===== src/rtl/tcdm_bank_responder_pkg.sv =====
// Shared TCDM types for the bank responder and its response queue.
package tcdm_bank_responder_pkg;

    localparam int unsigned AddrWidth = 10;
    localparam int unsigned DataWidth = 32;
    localparam int unsigned BeWidth   = DataWidth / 8;

    typedef logic [AddrWidth-1:0] tcdm_addr_t;
    typedef logic [DataWidth-1:0] data_t;
    typedef logic [BeWidth-1:0]   be_t;

    // Pointer width for an n-entry ring; a single entry still needs one bit.
    function automatic int unsigned ptr_width(input int unsigned n);
        return (n > 1) ? $clog2(n) : 1;
    endfunction

endpackage


===== src/rtl/tcdm_bank_responder_fifo.sv =====
// Fall-through response queue: an empty queue forwards a push in the same cycle.
module tcdm_bank_responder_fifo
    import tcdm_bank_responder_pkg::*;
#(
    parameter int unsigned Depth = 2,
    parameter int unsigned Width = 8
) (
    input  logic                       clk_i,
    input  logic                       rst_ni,
    input  logic                       push_i,
    input  logic [Width-1:0]           data_i,
    input  logic                       pop_i,
    output logic                       full_o,
    output logic                       valid_o,
    output logic [Width-1:0]           data_o,
    output logic [$clog2(Depth+1)-1:0] usage_o
);

    localparam int unsigned PtrW = ptr_width(Depth);
    localparam int unsigned UsgW = $clog2(Depth + 1);

    logic [Width-1:0] mem_q [Depth];
    logic [PtrW-1:0]  rd_ptr_q, wr_ptr_q;
    logic [UsgW-1:0]  usage_q;
    logic             empty, wr_en, rd_en;

    function automatic logic [PtrW-1:0] next_ptr(input logic [PtrW-1:0] p);
        return (p == PtrW'(Depth - 1)) ? '0 : p + 1'b1;
    endfunction

    assign empty   = (usage_q == '0);
    assign full_o  = (usage_q == UsgW'(Depth));
    assign usage_o = usage_q;
    // A push into an empty queue that is popped in the same cycle bypasses storage.
    assign wr_en   = push_i & ~full_o & ~(empty & pop_i);
    assign rd_en   = pop_i & ~empty;
    assign valid_o = ~empty | push_i;
    assign data_o  = ~empty ? mem_q[rd_ptr_q] : (push_i ? data_i : '0);

    // Storage, pointers and occupancy.
    always_ff @(posedge clk_i or negedge rst_ni) begin
        if (!rst_ni) begin
            for (int i = 0; i < int'(Depth); i++) mem_q[i] <= '0;
            rd_ptr_q <= '0;
            wr_ptr_q <= '0;
            usage_q  <= '0;
        end else begin
            if (wr_en) begin
                mem_q[wr_ptr_q] <= data_i;
                wr_ptr_q        <= next_ptr(wr_ptr_q);
            end
            if (rd_en) rd_ptr_q <= next_ptr(rd_ptr_q);
            usage_q <= usage_q + UsgW'(wr_en) - UsgW'(rd_en);
        end
    end

endmodule


===== src/rtl/tcdm_bank_responder.sv =====
// TCDM slave responder: credit-gated grant, fixed-latency bank pipe and an
// in-order response queue that echoes requester metadata.
module tcdm_bank_responder
    import tcdm_bank_responder_pkg::*;
#(
    parameter int unsigned NumOutstanding = 2,
    parameter int unsigned BankLatency    = 1,
    parameter int unsigned MetaWidth      = 8
) (
    input  logic                 clk_i,
    input  logic                 rst_ni,
    input  logic                 tcdm_req_i,
    input  tcdm_addr_t           tcdm_addr_i,
    input  logic                 tcdm_wen_i,
    input  data_t                tcdm_wdata_i,
    input  be_t                  tcdm_be_i,
    input  logic [MetaWidth-1:0] tcdm_meta_i,
    output logic                 tcdm_gnt_o,
    output logic                 resp_valid_o,
    input  logic                 resp_ready_i,
    output data_t                resp_rdata_o,
    output logic                 resp_wen_o,
    output logic [MetaWidth-1:0] resp_meta_o,
    output logic                 mem_req_o,
    output tcdm_addr_t           mem_addr_o,
    output logic                 mem_wen_o,
    output data_t                mem_wdata_o,
    output be_t                  mem_be_o,
    input  data_t                mem_rdata_i
);

    localparam int unsigned CntW  = $clog2(NumOutstanding + 1);
    localparam int unsigned RespW = DataWidth + 1 + MetaWidth;
    localparam logic [CntW-1:0] MaxCnt = CntW'(NumOutstanding);

    logic [CntW-1:0] cnt_q;
    logic            handshake, push, fifo_full;
    logic [CntW-1:0] usage;
    logic [RespW-1:0] push_data, pop_data;

    // Stage 0 is the grant cycle itself; stages 1..BankLatency are registered.
    logic [BankLatency-1:0]                vld_q, wen_q;
    logic [BankLatency-1:0][MetaWidth-1:0] meta_q;
    logic [BankLatency:0]                  vld_pipe, wen_pipe;
    logic [BankLatency:0][MetaWidth-1:0]   meta_pipe;

    assign handshake = resp_valid_o & resp_ready_i;
    // A response leaving this cycle frees its credit for a same-cycle grant.
    assign tcdm_gnt_o = rst_ni & tcdm_req_i & ((cnt_q < MaxCnt) | handshake);

    assign mem_req_o   = tcdm_gnt_o;
    assign mem_addr_o  = tcdm_addr_i;
    assign mem_wen_o   = tcdm_wen_i;
    assign mem_wdata_o = tcdm_wdata_i;
    assign mem_be_o    = tcdm_be_i;

    assign vld_pipe  = {vld_q, tcdm_gnt_o};
    assign wen_pipe  = {wen_q, tcdm_wen_i};
    assign meta_pipe = {meta_q, tcdm_meta_i};

    // Bank pipe tracks each granted access until its read data is due; never stalls.
    always_ff @(posedge clk_i or negedge rst_ni) begin
        if (!rst_ni) begin
            vld_q  <= '0;
            wen_q  <= '0;
            meta_q <= '0;
        end else begin
            vld_q  <= vld_pipe[BankLatency-1:0];
            wen_q  <= wen_pipe[BankLatency-1:0];
            meta_q <= meta_pipe[BankLatency-1:0];
        end
    end

    assign push      = vld_pipe[BankLatency];
    assign push_data = {wen_pipe[BankLatency] ? '0 : mem_rdata_i,
                        wen_pipe[BankLatency], meta_pipe[BankLatency]};

    tcdm_bank_responder_fifo #(
        .Depth (NumOutstanding),
        .Width (RespW)
    ) i_resp_fifo (
        .clk_i   (clk_i),
        .rst_ni  (rst_ni),
        .push_i  (push),
        .data_i  (push_data),
        .pop_i   (handshake),
        .full_o  (fifo_full),
        .valid_o (resp_valid_o),
        .data_o  (pop_data),
        .usage_o (usage)
    );

    assign {resp_rdata_o, resp_wen_o, resp_meta_o} = pop_data;

    // Credits: one per granted request until its response is accepted.
    always_ff @(posedge clk_i or negedge rst_ni) begin
        if (!rst_ni) begin
            cnt_q <= '0;
        end else begin
            case ({tcdm_gnt_o, handshake})
                2'b10:   cnt_q <= cnt_q + 1'b1;
                2'b01:   cnt_q <= cnt_q - 1'b1;
                default: cnt_q <= cnt_q;
            endcase
        end
    end

`ifndef SYNTHESIS
    a_cnt_bound: assert property (@(posedge clk_i) disable iff (!rst_ni)
        cnt_q <= MaxCnt);
    a_no_overflow: assert property (@(posedge clk_i) disable iff (!rst_ni)
        !(push && fifo_full));
    a_resp_stable: assert property (@(posedge clk_i) disable iff (!rst_ni)
        resp_valid_o && !resp_ready_i |=>
        resp_valid_o && $stable({resp_rdata_o, resp_wen_o, resp_meta_o}));
    a_credit_match: assert property (@(posedge clk_i) disable iff (!rst_ni)
        int'(cnt_q) == int'($countones(vld_q)) + int'(usage));
`endif

endmodule


===== config.mk =====
export PLATFORM = sky130hd
export DESIGN_NAME = tcdm_bank_responder
export DESIGN_NICKNAME = d
export VERILOG_FILES = /design/src/rtl/tcdm_bank_responder_pkg.sv /design/src/rtl/tcdm_bank_responder_fifo.sv /design/src/rtl/tcdm_bank_responder.sv
export SDC_FILE = /design/constraint.sdc
export NUM_CORES = 1
export LEC_CHECK = 0
export BUFFER_PORTS_ARGS = -buffer_cell sky130_fd_sc_hd__buf_2
export CAP_MARGIN = 10
export CORE_MARGIN = 1.5
export CORE_UTILIZATION = 29
export CTS_CLUSTER_DIAMETER = 50
export CTS_CLUSTER_SIZE = 30
export DETAILED_ROUTE_END_ITERATION = 7
export HOLD_SLACK_MARGIN = 0.05
export PLACE_DENSITY = 0.53
export SLEW_MARGIN = 40
export SYNTH_ARGS = -nofsm -noshare
export SYNTH_HDL_FRONTEND = slang
export SYNTH_SLANG_ARGS = --single-unit

===== constraint.sdc =====
create_clock -name clk_i -period 3.1 [get_ports clk_i]
set_input_delay 0.155 -clock clk_i [delete_from_list [all_inputs] [get_ports clk_i]]
set_output_delay 0.155 -clock clk_i [all_outputs]
set_load 0.005 [all_outputs]

==> results.cfg, run 1 <==
[synthesis]
yosysWarnings = 0
synth.area.top_cells = dfrtp_1, mux2_2, mux2i_1
yosysTopAreaCell = dfrtp_1
seq_area_frac_synth_pct = 48.3
post_synth_instance_area_um2 = 5080
synthDistinctLibCells = 32
avgSynthCellArea_um2 = 11.6
ys_seq_elements = 98
synth_top_area_share_pct = 48.3
syn_nets = 532
netlist_instances = 439

[worst_setup_path]
worstSetupEndpointType = output port
criticalPathCategory = register to output port
path_max_fanout = 31
r2r_start = i_resp_fifo.usage_o[1]
regToRegSetupSlack_ps = 960
critPathLaunchType = register
regToRegEndpoint = i_resp_fifo.mem_q[36]
worstPathArrival_ps = 2140
r2r_cells = 4
critPathRequiredTime_ps = 2940

[grt]
grt_pass1_wl_mm = 17.8
grt_antenna_before_repair = 1
first_global_vias = 3385
grt_max_degree = 52
grt_use_total_pct = 12.7
grt_overflow_total = 0

[floorplanning]
fp.coreArea_um2 = 17200
fp.dieH_um = 135
die_area_um2 = 18300
start_util_pct = 29.6
io-pin-count = 182
chipWidth_um = 135
row_count = 48

[cts]
h-tree-depth = 3
post_cts_buffers = 0
path_clk_slew_ps = 70
cts_inserted_buffers = 9
cts-resized-gates = 0
cts_tree = built
cts_buffer_depth = 2
clock_latency_ps = 350
cts_sinks = 98
ctsRootBufferMaster = clkbuf_16

[placement]
dp.cells = 685
io_buffer_count = 89
gp_congestion = 0.650
place_ws_ps = 940
dp_hpwl_mm = 7.28

[sta]
max-slew-margin-rel_pct = 50.7
rsz0062_at_grt = no
clock.fmax_ghz = 0.436
finalHoldViolations = 0
slew_viol_final = 0
fin_ws_ps = 805
period_minus_slack_ps = 2300
setup_viol = 0
finalSetupTns_ps = 0
period_share_pct = 74.0
finClkSkew_ps = 10.5
tightest_slew_ps = 740

[final_layout]
fin_nets = 574
layout_commonest_cell = dfrtp_1
layout_common_cells = dfrtp_1, buf_2, mux2_2
area_delta_synth_final_pct = 14.7
drive_gt1_share_pct = 40.3
final_cells = 711
n_antenna_cell = 0

[detailed_routing]
ant_nets = 0
drt-vias-per-instance = 4.55
firstDrtPassIters = 4
first_iter_violations = 75
wl_per_cell_um = 15.6
wl_mm = 11.1
via_count = 3235
drc = 0

[power]
vdd_drop_max_uv = 276
finalPower_uw = 5130
power_density_nw_per_um2 = 881
leakage_uw = 0.00276

[hold_path]
hp-start = mem_rdata_i[7]
hold_path_end = i_resp_fifo.mem_q[57]
worstHoldPathCells = 3
holdCritPathClass = input pin to register

[outcome]
status = finished, final reports clean

[run]
maxCapViolCount = 0
## layout make-up
type | count | area [um^2]
Timing Repair Buffer | 107 | 646
Sequential cell | 98 | 2450
Tap cell | 225 | 282
Fill cell | 1770 | 11400
Multi-Input combinational cell | 262 | 2130
Clock buffer | 12 | 246
Inverter | 3 | 11.3
Clock inverter | 4 | 51.3
## Yosys cell counts, drive strengths merged
cell,instances
o31ai,1
nand2,28
a21boi,1
clkbuf,9
nand3b,2
dfrtp,98
mux2,82
xnor2,3
nor2b,34
mux2i,41
o21bai,1
or3,1
ha,2
nor2,1
buf,67
nor4b,1
or4,1
o211ai,1
inv,3
and2,2
xor2,2
a21oi,2
o21ai,41
nand3,14
a211oi,1
## per-stage QoR
step	hold WS [ps]	util (%)	cell area (um^2)
finish	228	33.9	5820
CTS	210	33.9	5820
global route	222	33.9	5820
floorplan	-141	-	5080
detailed placement	231	31.6	5420
global placement	214	31.6	5420
## kinds of logic (layout without fill, tap and decap cells)
kind of cell,Yosys count,count (layout),share of synthesized area (%)
compound gates,48,48,5.05
xor+xnor,5,5,0.863
fa+ha+maj,2,2,0.493
buf+inv,79,126,9.83
flops,98,98,48.3
mux,123,123,26.3
simple gates,84,84,9.17
## sequential cells by signal, indices dropped and copies added (netlist names)
name,cells
meta_q,8
i_resp_fifo.rd_ptr_q,1
cnt_q,2
wen_q,1
i_resp_fifo.mem_q,82
i_resp_fifo.wr_ptr_q,1
push,1
i_resp_fifo.usage_o,2
## critical path, stage by stage, from the launching register on
cell     delay, ps
dfrtp_1        490
nor2_4         510
buf_4          420
nand3_1        110
o21ai_0        100
buf_2          150
## report_power, final
part	internal, uW	leakage, uW	switching (uW)
logic	1040	0.00138	853
registers	1770	0.00124	344
clock network	648	0.000143	472
## timing repair
| item | in CTS | in global routing |
|---|---|---|
| hold endpoints to repair | 56 | 0 |
| setup endpoints to repair | 0 | 0 |
| hold buffers | 10 | 0 |
## worst max-delay path by stage
| stage | startpoint | endpoint | cells past startpoint |
|---|---|---|---|
| finish | i_resp_fifo.usage_o[1] | resp_meta_o[0] | 5 |
| global placement | i_resp_fifo.usage_o[1] | i_resp_fifo.mem_q[34] | 4 |
| detailed placement | i_resp_fifo.usage_o[1] | i_resp_fifo.mem_q[38] | 4 |
| floorplan | i_resp_fifo.usage_o[1] | i_resp_fifo.usage_o[1] | 9 |
| CTS | i_resp_fifo.usage_o[1] | resp_meta_o[0] | 5 |
| global route | i_resp_fifo.usage_o[1] | resp_meta_o[3] | 5 |
## per-layer routing
layer	share of wire, %	up-vias	global-route usage [%]
met5	0	-	0
met4	2.3	0	6.09
met3	5.8	35	3.07
met2	45	81	19.8
met1	47	1578	16.6
li1	-	1541	-
No activity file was read; power rests on OpenSTA's default activity.
==> run 2: changes to the inputs <==
Clock period 3.1 ns to 2.35 ns, I/O delays scaled along.
==> results.cfg, run 2 (same netlist as run 1, synthesis figures left out) <==
[floorplanning]
fp.coreArea_um2 = 17200
row_count = 48
chipWidth_um = 135
fp.dieH_um = 135
die_area_um2 = 18300
io-pin-count = 182
start_util_pct = 29.6

[placement]
dp_hpwl_mm = 7.55
gp_congestion = 0.673
io_buffer_count = 89

[sta]
slew_viol_final = 0
clock.fmax_ghz = 0.492
rsz0062_at_grt = no
period_share_pct = 86.4
period_minus_slack_ps = 2030
tightest_slew_ps = 647
finClkSkew_ps = 9.91
max-slew-margin-rel_pct = 56.5
finalSetupTns_ps = 0
finalHoldViolations = 0
setup_viol = 0

[worst_setup_path]
criticalPathCategory = register to output port
critPathRequiredTime_ps = 2230
cp-startpoint = i_resp_fifo.usage_o[1]
path_buf_inv = 1
endpoint = mem_req_o
critPathLaunchType = register
crit_cells = 3
critPathTopFamily = compound AO/OA/AOI/OAI gates
r2r_cells = 7
worstSetupEndpointType = output port
regToRegSetupSlack_ps = 650
r2r_start = i_resp_fifo.usage_o[1]
regToRegEndpoint = i_resp_fifo.usage_o[1]
path_max_fanout = 6
path_cells = o31ai_1, a21boi_0, buf_2
max_stage_delay_ps = 620
worstPathArrival_ps = 1910
slowest_stage = o31ai_1

[outcome]
status = finished, final reports clean

[power]
leakage_uw = 0.00278
power_density_nw_per_um2 = 1170
vdd_drop_max_uv = 487

[final_layout]
n_fill_cell = 1771
drive_gt1_share_pct = 40.9
fin_nets = 579
layout_common_cells = dfrtp_1, buf_2, mux2_2
n_antenna_cell = 0
fin_util_pct = 34.1
area_delta_synth_final_pct = 15.6
layout_commonest_cell = dfrtp_1
reg_top3 = i_resp_fifo.mem_q: 82 flops, meta_q: 8 flops
largest_reg_flops = 82
top_register = i_resp_fifo.mem_q

[grt]
grt_antenna_before_repair = 0
grt_overflow_total = 0
grt_use_total_pct = 12.7
grt_max_degree = 64
grt_pass1_wl_mm = 18.0
first_global_vias = 3495

[cts]
cts_inserted_buffers = 9
clock_latency_ps = 350
path_clk_slew_ps = 70
cts_sinks = 98
cts-resized-gates = 0
ctsRootBufferMaster = clkbuf_16
cts_buffer_depth = 2
cts_tree = built
h-tree-depth = 3

[hold_path]
holdCritPathClass = input pin to register

[detailed_routing]
drc = 0
first_iter_violations = 82
drt-vias-per-instance = 4.51
via_count = 3227
ant_nets = 0
firstDrtPassIters = 4
wl_mm = 11.0
wl_per_cell_um = 15.4

[run]
maxCapViolCount = 0
-- run 2: cell count changes in the layout (fill, tap and decap cells not counted) --
cell and change:
bufinv_16 +1, buf_4 +5, clkinvlp_4 +1, buf_6 +1, clkbuf_8 -1, clkinv_4 -1
buf_12 -1
-- run 2: worst min-delay path by stage --
stage,from,slack [ps],to,cells after the start
2_1_floorplan,rst_ni,-180,cnt_q[0],0
3_3_place_gp,rst_ni,200,meta_q[2],2
3_5_place_dp,rst_ni,210,meta_q[2],2
4_1_cts,tcdm_req_i,170,cnt_q[0],4
5_1_grt,tcdm_req_i,210,cnt_q[0],4
6_report,tcdm_req_i,180,cnt_q[0],4
-- run 2: timing repair --
item	CTS	global route
hold buffers	10	0
hold endpoints to repair	107	0
setup buffers	0	0
-- run 2: final cells by class --
class	instances	area (um^2)	area share, %
timing repair buffer	112	674	11.5
multi-input combinational	262	2130	36.3
tap	225	282	4.80
clock inverter	5	80.1	1.37
clock buffer	11	233	3.97
inverter	3	11.3	0.192
sequential	98	2450	41.8
-- run 2: worst min-delay path: stages --
cell and delay, ps:
buf_2 100, nand3b_1 70, mux2i_1 80, xnor2_1 130
-- run 2: metal layers --
| metal | wire length, um | share of wire [%] | vias up | GRT usage (%) |
|---|---|---|---|---|
| li1 | - | - | 1545 | - |
| met1 | 4920 | 45 | 1561 | 15.9 |
| met2 | 5200 | 47 | 84 | 20.7 |
| met3 | 632 | 5.7 | 37 | 2.96 |
| met4 | 286 | 2.6 | 0 | 6.09 |
| met5 | 0 | 0 | - | 0 |
-- run 2: power by group --
group          internal, uW  switching, uW  leakage (uW)
Clock                   931            613      0.000146
Sequential             2340            363       0.00124
Combinational          1390           1240       0.00140
-- run 2: metrics by stage --
stage | setup slack [ps] | std cells | hold slack [ps] | power [uW] | instance area (um^2)
global placement | 700 | 690 | 202 | 5290 | 5450
finish | 319 | 716 | 181 | 6880 | 5870
detailed placement | 648 | 690 | 215 | 5420 | 5450
floorplan | 641 | 439 | -178 | 4440 | 5080
CTS | 268 | 716 | 171 | 7010 | 5860
global route | 99.1 | 716 | 211 | 7410 | 5870
==> run 3: changes to the inputs <==
Settings changed: CTS_BUF_LIST set to sky130_fd_sc_hd__clkbuf_16.
==> results.cfg, run 3 (same netlist as run 1, synthesis figures left out) <==
[sta]
rsz0062_at_grt = no
max-slew-margin-rel_pct = 56.5
clock.fmax_ghz = 0.492
tightest_slew_ps = 647
slew_viol_final = 0
whs_ps = 181
setup_viol = 0
finalSetupTns_ps = 0
finClkSkew_ps = 10.1
finalHoldViolations = 0
period_share_pct = 86.4
period_minus_slack_ps = 2030

[detailed_routing]
drc = 0
first_iter_violations = 82
via_count = 3227
ant_nets = 0
wl_mm = 11.0
wl_per_cell_um = 15.4
drt-vias-per-instance = 4.51
firstDrtPassIters = 4

[final_layout]
layout_common_cells = dfrtp_1, buf_2, mux2_2
final_cells = 716
n_antenna_cell = 0
n_fill_cell = 1771
reg_top3 = i_resp_fifo.mem_q: 82 flops, meta_q: 8 flops
area_delta_synth_final_pct = 15.6
drive_gt1_share_pct = 40.9
top_register = i_resp_fifo.mem_q
fin_util_pct = 34.1
layout_commonest_cell = dfrtp_1
largest_reg_flops = 82
fin_nets = 579

[worst_setup_path]
path_max_fanout = 6
critPathRequiredTime_ps = 2230
worstPathArrival_ps = 1910
regToRegSetupSlack_ps = 650
regToRegEndpoint = i_resp_fifo.usage_o[1]
critPathLaunchType = register
criticalPathCategory = register to output port
r2r_start = i_resp_fifo.usage_o[1]
worstSetupEndpointType = output port
r2r_cells = 7

[hold_path]
hold_path_end = cnt_q[0]
holdCritPathClass = input pin to register
hp-start = tcdm_req_i
worstHoldPathCells = 4

[cts]
cts_tree = built
path_clk_slew_ps = 70
cts_inserted_buffers = 9
cts-resized-gates = 0
clock_latency_ps = 350
cts_buffer_depth = 2
ctsRootBufferMaster = clkbuf_16
h-tree-depth = 3
cts_sinks = 98

[run]
maxCapViolCount = 0

[grt]
grt_overflow_total = 0
first_global_vias = 3495
grt_max_degree = 64
grt_antenna_before_repair = 0
grt_use_total_pct = 12.7
grt_pass1_wl_mm = 18.0

[floorplanning]
die_area_um2 = 18300
start_util_pct = 29.6
chipWidth_um = 135
row_count = 48
io-pin-count = 182
fp.dieH_um = 135
fp.coreArea_um2 = 17200

[power]
leakage_uw = 0.00279
finalPower_uw = 6870
vdd_drop_max_uv = 487
power_density_nw_per_um2 = 1170

[placement]
dp.cells = 690
gp_congestion = 0.673
io_buffer_count = 89
dp_hpwl_mm = 7.55

[outcome]
status = finished, final reports clean
## run 3: cell count changes in the layout (fill, tap and decap cells not counted), sizes merged
cell    before  now
clkbuf      11    9
inv          3    5
## run 3: layout make-up
cell class,count,area (um^2),share of cell area (%)
clock buffer,9,225,3.84
clock inverter,7,87.6,1.49
inverter,3,11.3,0.192
multi-input combinational,262,2130,36.3
sequential,98,2450,41.8
tap,225,282,4.80
timing repair buffer,112,674,11.5
## run 3: metrics by stage
step | setup WS, ps | cell area [um^2]
finish | 319 | 5870
floorplan | 641 | 5080
CTS | 268 | 5860
global route | 99.1 | 5870
global placement | 700 | 5450
detailed placement | 648 | 5450
## run 3: power breakdown
part | switching (uW) | internal (uW) | total, uW
Combinational | 1240 | 1390 | 2630
Clock | 614 | 922 | 1540
Sequential | 363 | 2340 | 2700
## run 3: worst max-delay path by stage
stage	from	endpoint	slack, ps	cells after the start
after floorplan	i_resp_fifo.usage_o[1]	i_resp_fifo.usage_o[1]	640	9
after global placement	i_resp_fifo.usage_o[1]	i_resp_fifo.mem_q[7]	700	4
after detailed placement	i_resp_fifo.usage_o[1]	mem_req_o	650	3
after CTS	i_resp_fifo.usage_o[1]	mem_req_o	270	3
after global routing	i_resp_fifo.usage_o[1]	mem_req_o	100	3
final	i_resp_fifo.usage_o[1]	mem_req_o	320	3
## run 3: repair_timing
| item | 4_1_cts | 5_1_grt |
|---|---|---|
| endpoints found under the hold margin | 107 | 0 |
| buffers inserted | 0 | 0 |
| hold buffers | 10 | 0 |
## run 3: layer usage
metal	wire length, um	vias to the layer above	track usage (%)
li1	-	1545	-
met1	4920	1561	15.9
met2	5200	84	20.7
met3	632	37	2.96
met4	286	0	6.09
met5	0	-	0
## run 3: worst max-delay path, cell delays in order (launching register included)
cell	delay (ps)
dfrtp_1	500
o31ai_1	620
a21boi_0	270
buf_2	180
